[src/rtl/noc_vc_buffer_if.sv]
// Flit handshake bundle between an upstream link, the VC buffer and the downstream switch.
// The slave modport is the buffer's view; the master modport is the view of whoever drives it.
interface noc_vc_buffer_if #(
    parameter int VIRTUAL_CHANNELS = 2,
    parameter int VC_WIDTH         = 3,
    parameter int DATA_WIDTH       = 256
);
    logic                        i_valid;
    logic                        i_ready;
    logic [VC_WIDTH-1:0]         i_vc;
    logic [DATA_WIDTH-1:0]       i_data;
    logic                        i_tail;
    logic                        o_valid;
    logic                        o_ready;
    logic [VC_WIDTH-1:0]         o_vc;
    logic [DATA_WIDTH-1:0]       o_data;
    logic                        o_tail;
    logic [VIRTUAL_CHANNELS-1:0] o_vc_empty;

    modport master (
        output i_valid, i_vc, i_data, i_tail, o_ready,
        input  i_ready, o_valid, o_vc, o_data, o_tail, o_vc_empty
    );

    modport slave (
        input  i_valid, i_vc, i_data, i_tail, o_ready,
        output i_ready, o_valid, o_vc, o_data, o_tail, o_vc_empty
    );
endinterface

[src/rtl/noc_vc_buffer.sv]
// Per-virtual-channel input buffer for a NoC router port.
// Each VC owns an independent FIFO; a round-robin arbiter with packet lock drains them
// onto one output, so a packet's flits are never interleaved with another VC's flits.
module noc_vc_buffer #(
    parameter int VIRTUAL_CHANNELS = 2,
    parameter int VC_WIDTH         = 3,
    parameter int DATA_WIDTH       = 256,
    parameter int DEPTH            = 4
) (
    input  logic           clk,
    input  logic           rst,
    noc_vc_buffer_if.slave bus
);

    localparam int PTR_W = $clog2(DEPTH);
    localparam int CNT_W = $clog2(DEPTH + 1);

    // IDLE searches round-robin, HOLD freezes a stalled selection, LOCK pins a VC mid-packet
    typedef enum logic [1:0] {
        ARB_IDLE,
        ARB_HOLD,
        ARB_LOCK
    } arb_state_t;

    // Each entry stores {tail, payload}
    logic [DATA_WIDTH:0]         mem    [VIRTUAL_CHANNELS][DEPTH];
    logic [PTR_W-1:0]            wr_ptr [VIRTUAL_CHANNELS];
    logic [PTR_W-1:0]            rd_ptr [VIRTUAL_CHANNELS];
    logic [CNT_W-1:0]            count  [VIRTUAL_CHANNELS];
    logic [VIRTUAL_CHANNELS-1:0] vc_empty;
    logic [VIRTUAL_CHANNELS-1:0] vc_full;
    logic [VIRTUAL_CHANNELS-1:0] push_en;
    logic [VIRTUAL_CHANNELS-1:0] pop_en;

    arb_state_t                  state;
    logic [VC_WIDTH-1:0]         frozen_vc;
    logic [VC_WIDTH-1:0]         rr_ptr;
    logic [VC_WIDTH-1:0]         sel_vc;
    logic                        sel_valid;
    logic [DATA_WIDTH:0]         head;
    logic                        in_ready;
    logic                        transfer;

    function automatic logic [PTR_W-1:0] ptr_inc(input logic [PTR_W-1:0] p);
        return (p == PTR_W'(DEPTH - 1)) ? '0 : p + PTR_W'(1);
    endfunction

    function automatic int wrap_index(input int idx);
        return (idx >= VIRTUAL_CHANNELS) ? idx - VIRTUAL_CHANNELS : idx;
    endfunction

    // Input acceptance depends only on the addressed VC's fill level, never on i_valid or a same-cycle pop
    always_comb begin
        in_ready = 1'b0;
        push_en  = '0;
        for (int v = 0; v < VIRTUAL_CHANNELS; v++) begin
            vc_full[v] = (count[v] == CNT_W'(DEPTH));
            if (bus.i_vc == VC_WIDTH'(v) && !vc_full[v]) begin
                in_ready = 1'b1;
            end
        end
        for (int v = 0; v < VIRTUAL_CHANNELS; v++) begin
            push_en[v] = bus.i_valid && in_ready && !rst && (bus.i_vc == VC_WIDTH'(v));
        end
    end

    // Pick the VC to present: the frozen one while holding or locked, otherwise first non-empty from rr_ptr
    always_comb begin
        sel_vc    = '0;
        sel_valid = 1'b0;
        if (state == ARB_IDLE) begin
            for (int k = 0; k < VIRTUAL_CHANNELS; k++) begin
                for (int v = 0; v < VIRTUAL_CHANNELS; v++) begin
                    if (!sel_valid && !vc_empty[v] && v == wrap_index(int'(rr_ptr) + k)) begin
                        sel_vc    = VC_WIDTH'(v);
                        sel_valid = 1'b1;
                    end
                end
            end
        end else begin
            sel_vc = frozen_vc;
            for (int v = 0; v < VIRTUAL_CHANNELS; v++) begin
                if (frozen_vc == VC_WIDTH'(v)) begin
                    sel_valid = !vc_empty[v];
                end
            end
        end
    end

    // Head-of-line mux and output drive; payload fields read as zero whenever nothing is offered
    always_comb begin
        head = '0;
        for (int v = 0; v < VIRTUAL_CHANNELS; v++) begin
            if (sel_vc == VC_WIDTH'(v)) begin
                head = mem[v][rd_ptr[v]];
            end
        end
        transfer = sel_valid && bus.o_ready;
        pop_en   = '0;
        for (int v = 0; v < VIRTUAL_CHANNELS; v++) begin
            pop_en[v] = transfer && (sel_vc == VC_WIDTH'(v));
        end
        bus.i_ready    = in_ready;
        bus.o_valid    = sel_valid;
        bus.o_vc       = sel_valid ? sel_vc : '0;
        bus.o_data     = sel_valid ? head[DATA_WIDTH-1:0] : '0;
        bus.o_tail     = sel_valid && head[DATA_WIDTH];
        bus.o_vc_empty = vc_empty;
    end

    // Flit storage has no reset; validity is tracked entirely by the pointers and counters
    always_ff @(posedge clk) begin
        for (int v = 0; v < VIRTUAL_CHANNELS; v++) begin
            if (push_en[v]) begin
                mem[v][wr_ptr[v]] <= {bus.i_tail, bus.i_data};
            end
        end
    end

    // Per-VC pointers, occupancy and registered empty flags; push+pop on one VC leaves the count alone
    always_ff @(posedge clk) begin
        if (rst) begin
            for (int v = 0; v < VIRTUAL_CHANNELS; v++) begin
                wr_ptr[v] <= '0;
                rd_ptr[v] <= '0;
                count[v]  <= '0;
            end
            vc_empty <= '1;
        end else begin
            for (int v = 0; v < VIRTUAL_CHANNELS; v++) begin
                if (push_en[v]) begin
                    wr_ptr[v] <= ptr_inc(wr_ptr[v]);
                end
                if (pop_en[v]) begin
                    rd_ptr[v] <= ptr_inc(rd_ptr[v]);
                end
                if (push_en[v] && !pop_en[v]) begin
                    count[v]    <= count[v] + CNT_W'(1);
                    vc_empty[v] <= 1'b0;
                end else if (!push_en[v] && pop_en[v]) begin
                    count[v]    <= count[v] - CNT_W'(1);
                    vc_empty[v] <= (count[v] == CNT_W'(1));
                end
            end
        end
    end

    // Arbiter FSM: a tail transfer releases the output and advances rr past the served VC
    always_ff @(posedge clk) begin
        if (rst) begin
            state     <= ARB_IDLE;
            frozen_vc <= '0;
            rr_ptr    <= '0;
        end else if (transfer) begin
            if (head[DATA_WIDTH]) begin
                state  <= ARB_IDLE;
                rr_ptr <= (sel_vc == VC_WIDTH'(VIRTUAL_CHANNELS - 1)) ? '0 : sel_vc + VC_WIDTH'(1);
            end else begin
                state     <= ARB_LOCK;
                frozen_vc <= sel_vc;
            end
        end else if (sel_valid && state == ARB_IDLE) begin
            state     <= ARB_HOLD;
            frozen_vc <= sel_vc;
        end
    end

endmodule
[src/flat_wrapper.sv]
// flat-port wrapper written by rule: the top's interface ports become plain ports
module noc_vc_buffer_flat 
#(
    parameter int VIRTUAL_CHANNELS = 2,
    parameter int VC_WIDTH         = 3,
    parameter int DATA_WIDTH       = 256,
    parameter int DEPTH            = 4
)
  (clk, rst, bus_i_valid, bus_i_vc, bus_i_data, bus_i_tail, bus_o_ready, bus_i_ready, bus_o_valid, bus_o_vc, bus_o_data, bus_o_tail, bus_o_vc_empty);
  noc_vc_buffer_if #(.VIRTUAL_CHANNELS(VIRTUAL_CHANNELS), .VC_WIDTH(VC_WIDTH), .DATA_WIDTH(DATA_WIDTH)) bus_i ();
  input  logic clk;
  input  logic rst;
  input wire logic [$bits(bus_i.i_valid)-1:0] bus_i_valid;
  input wire logic [$bits(bus_i.i_vc)-1:0] bus_i_vc;
  input wire logic [$bits(bus_i.i_data)-1:0] bus_i_data;
  input wire logic [$bits(bus_i.i_tail)-1:0] bus_i_tail;
  input wire logic [$bits(bus_i.o_ready)-1:0] bus_o_ready;
  output wire logic [$bits(bus_i.i_ready)-1:0] bus_i_ready;
  output wire logic [$bits(bus_i.o_valid)-1:0] bus_o_valid;
  output wire logic [$bits(bus_i.o_vc)-1:0] bus_o_vc;
  output wire logic [$bits(bus_i.o_data)-1:0] bus_o_data;
  output wire logic [$bits(bus_i.o_tail)-1:0] bus_o_tail;
  output wire logic [$bits(bus_i.o_vc_empty)-1:0] bus_o_vc_empty;
  assign bus_i.i_valid = bus_i_valid;
  assign bus_i.i_vc = bus_i_vc;
  assign bus_i.i_data = bus_i_data;
  assign bus_i.i_tail = bus_i_tail;
  assign bus_i.o_ready = bus_o_ready;
  assign bus_i_ready = bus_i.i_ready;
  assign bus_o_valid = bus_i.o_valid;
  assign bus_o_vc = bus_i.o_vc;
  assign bus_o_data = bus_i.o_data;
  assign bus_o_tail = bus_i.o_tail;
  assign bus_o_vc_empty = bus_i.o_vc_empty;
  noc_vc_buffer #(.VIRTUAL_CHANNELS(VIRTUAL_CHANNELS), .VC_WIDTH(VC_WIDTH), .DATA_WIDTH(DATA_WIDTH), .DEPTH(DEPTH)) u_core (.clk(clk), .rst(rst), .bus(bus_i));
endmodule
[config.mk]
export PLATFORM = sky130hd
export DESIGN_NAME = noc_vc_buffer_flat
export DESIGN_NICKNAME = d
export VERILOG_FILES = /design/src/rtl/noc_vc_buffer_if.sv /design/src/rtl/noc_vc_buffer.sv /design/src/flat_wrapper.sv
export SDC_FILE = /design/constraint.sdc
export NUM_CORES = 2
export LEC_CHECK = 0
export BUFFER_PORTS_ARGS = -buffer_cell sky130_fd_sc_hd__buf_4
export CELL_PAD_IN_SITES_DETAIL_PLACEMENT = 1
export CELL_PAD_IN_SITES_GLOBAL_PLACEMENT = 2
export CORE_MARGIN = 4
export CORE_UTILIZATION = 35
export DETAILED_ROUTE_END_ITERATION = 10
export PLACE_DENSITY_LB_ADDON = 0.1
export SYNTH_ARGS = -nofsm -noshare
export SYNTH_HDL_FRONTEND = slang
export SYNTH_SLANG_ARGS = --single-unit
[constraint.sdc]
create_clock -name clk -period 10.9 [get_ports clk]
set_input_delay 2.18 -clock clk [delete_from_list [all_inputs] [get_ports clk]]
set_output_delay 2.18 -clock clk [all_outputs]
set_load 0.1 [all_outputs]
==> metrics <==
post-synthesis average cell area roughly 21 µm²; Hold Startpoint u_core.frozen_vc[1]$_SDFFE_PP0P_; layout cells sized above 1 0.3087; Final HPWL DP between 100000 and 150000 µm; Vias/cell around 5.2; Setup CP Type flip-flop to output pin; largest net degree at the start of global routing 123; crit path launch type flip-flop; via count 39300; Worst Hold Class flip-flop to flip-flop; initial DRC count between 2000 and 3000; Die H ~480 µm; Finished Core Util 0.4169; Inst Count DP 7103; ranking of synthesized cells by area edfxtp_1 78%, mux4_2 15%, nor3_1 3.3%; fin. max-slew vios 0; DR DRC count 0; total gr overflow 0; Critical Path AT roughly 5.5 ns; setup_tns 0 ns; static leakage 0.02981 µW; final setup violation count 0; Initial Util 0.3530; Critical Path Source u_core.rr_ptr[0]$_SDFFE_PP0P_; clock sinks around 2100; root buf cell clkbuf_16; postcts setup bufs 0; std cell rows between 150 and 200; Critical Path Fanout Max 64; Yosys top cell area share 0.7807; worst skew pair latency 0.84 ns; Max IR drop VDD ~0.17 mV; Final Skew roughly 0.047 ns; Max-Cap Viols 0; Post-synth EDFFs a little over 2000; Num CTS Buffers 222; Final Power approximately 20000 µW; Final Wtd Congestion approximately 0.70; Reg clk slew, reported paths ~0.06 ns; Non-Filler Instances 7535; drt wl/cell a little under 30 µm; synthesis-to-finish area growth 18.08%; core area 225500 µm²; final WL ~220000 µm; count leader, synth edfxtp_1; initial antenna violation count 40; Worst-Margin Slew between 1 and 1.5 ns; RSZ-0062 raised after global routing no; FFs w/ async S/R, synth 0; r2r startpoint u_core.rr_ptr[0]$_SDFFE_PP0P_; minimum clock period roughly 7.7 ns; maximum clock rate around 130 MHz; TritonCTS clock tree yes; Main synth FF type edfxtp_1; Worst setup EP type output pin; Unique masters post-synth 52; cts repair resizes 0; Die Span X about 480 µm; final net count between 4000 and 5000; I/O Buffers about 530; Slew HR 0.2222; DRT Pass-1 Iters 7; vias in the first global route between 40000 and 50000; hold slack 0.4699 ns; yosys warns 0; I/O Pins approximately 530; cell taking the most area after synthesis edfxtp_1; CTS max path bufs 3; H-tree Lvls 4; register area share after synthesis 0.7832; Post-CTS Hold Buffers 0; status finished clean; pwr dens ~210 nW/µm²; Final Hold Vio Count 0; Yosys reg bits about 2100; full die area between 200000 and 250000 µm²; Mapped Area about 80000 µm²; gr usage total 0.1865; antenna-violating nets left 0; critical path required time 8.72 ns; period utilisation layout 0.7043; first-pass GRT wire length roughly 320000 µm; Syn Inst Count about 3800; Commonest cells post-synth 2070 x edfxtp_1, 518 x nor3_1, 514 x mux4_2, 278 x nor2_1, 148 x clkbuf_1
==> final timing paths <==
kind                            depth (start not counted)                               end  slack, ns
worst min register to register                          1  u_core.frozen_vc[1]$_SDFFE_PP0P_       0.47
worst max-delay path                                   11                   bus_o_data[161]       3.22
worst max register to register                         16      u_core.count[1][2]$_DFFE_PP_       5.40
worst min-delay path                                    1  u_core.frozen_vc[1]$_SDFFE_PP0P_       0.47
==> cell families after synthesis <==
kind of cell | count (synthesis) | share of synthesized area
and+or+nand+nor | 840 | 0.04898
AOI/OAI and AO/OA | 40 | 0.003756
xor gates and xnor gates | 3 | 0.0003301
buffers and inverters | 259 | 0.01386
adders and majority gates | 26 | 0.004086
other | 1 | 0.00004710
DFF | 2080 | 0.7832
muxes | 517 | 0.1458
==> report_power, final <==
group	total (µW)	internal, µW	switching, µW
sequential	8850	8840	18.5
combinational	3640	857	2790
clock	7130	4070	3060
total	19600	13800	5860
==> critical path, stage by stage (launching register included) <==
cell      delay [ns]
dfxtp_1         0.55
ha_1            0.33
xnor2_1         0.15
ha_1            0.17
ha_1            0.19
nand2_1         0.07
o211ai_1        0.61
o21a_4          0.66
buf_4           0.68
buf_4           0.67
nor3_1          0.16
buf_4           0.27
==> layer usage <==
metal	GRT usage	routed length [µm]	vias to the layer above
li1	-	-	16780
met1	0.2494	94630	21320
met2	0.3072	108100	865
met3	0.04500	12710	314
met4	0.04823	4954	28
met5	0	167	-
==> sequential cells by signal, summed over array words and instances (netlist names) <==
name and count:
u_core.bus.o_vc_empty 2, u_core.frozen_vc 3, u_core.wr_ptr 4, u_core.state 2
u_core.mem 2056, u_core.rd_ptr 4, u_core.count 6, u_core.rr_ptr 3
==> final cells by class <==
cell class	count	area [µm²]
Inverter	21	78.83
Timing Repair Buffer	582	4732
Antenna cell	21	52.55
Sequential cell	2080	62360
Clock buffer	292	5946
Clock inverter	119	900.9
Multi-Input combinational cell	1428	16210
Tap cell	2992	3744
Fill cell	21280	131500
==> layout by cell type, fill, tap and decap left out, drive strengths merged, types with 2 or more instances in the layout <==
master | synthesis | final
nor2b | 3 | 3
nor3b | 2 | 2
nand3 | 3 | 3
a31o | 2 | 2
o2111a | 2 | 2
buf | 90 | 582
conb | 1 | 2
nor3 | 518 | 518
ha | 26 | 26
nor4 | 4 | 4
or3 | 2 | 2
edfxtp | 2070 | 2070
nand4 | 2 | 2
o211a | 2 | 2
nor2 | 278 | 278
dfxtp | 10 | 10
diode | 0 | 21
a21boi | 2 | 2
o41ai | 2 | 2
and2 | 8 | 8
nand2 | 12 | 12
nor4b | 2 | 2
o211ai | 4 | 4
mux4 | 514 | 514
clkinvlp | 0 | 3
inv | 21 | 26
mux2i | 3 | 3
clkbuf | 148 | 292
o21a | 2 | 2
o21ai | 8 | 8
xnor2 | 2 | 2
a311oi | 2 | 2
a21oi | 8 | 8
clkinv | 0 | 100
bufinv | 0 | 11
==> per-stage QoR <==
step | area (µm²) | worst slack, ns
6_report | 94020 | 3.223
5_1_grt | 93990 | 2.795
4_1_cts | 93970 | 3.085
3_5_place_dp | 87120 | 4.029
3_3_place_gp | 87120 | 4.101
2_1_floorplan | 79630 | 1.209
Note: power is estimated with default switching activity, not from simulation.
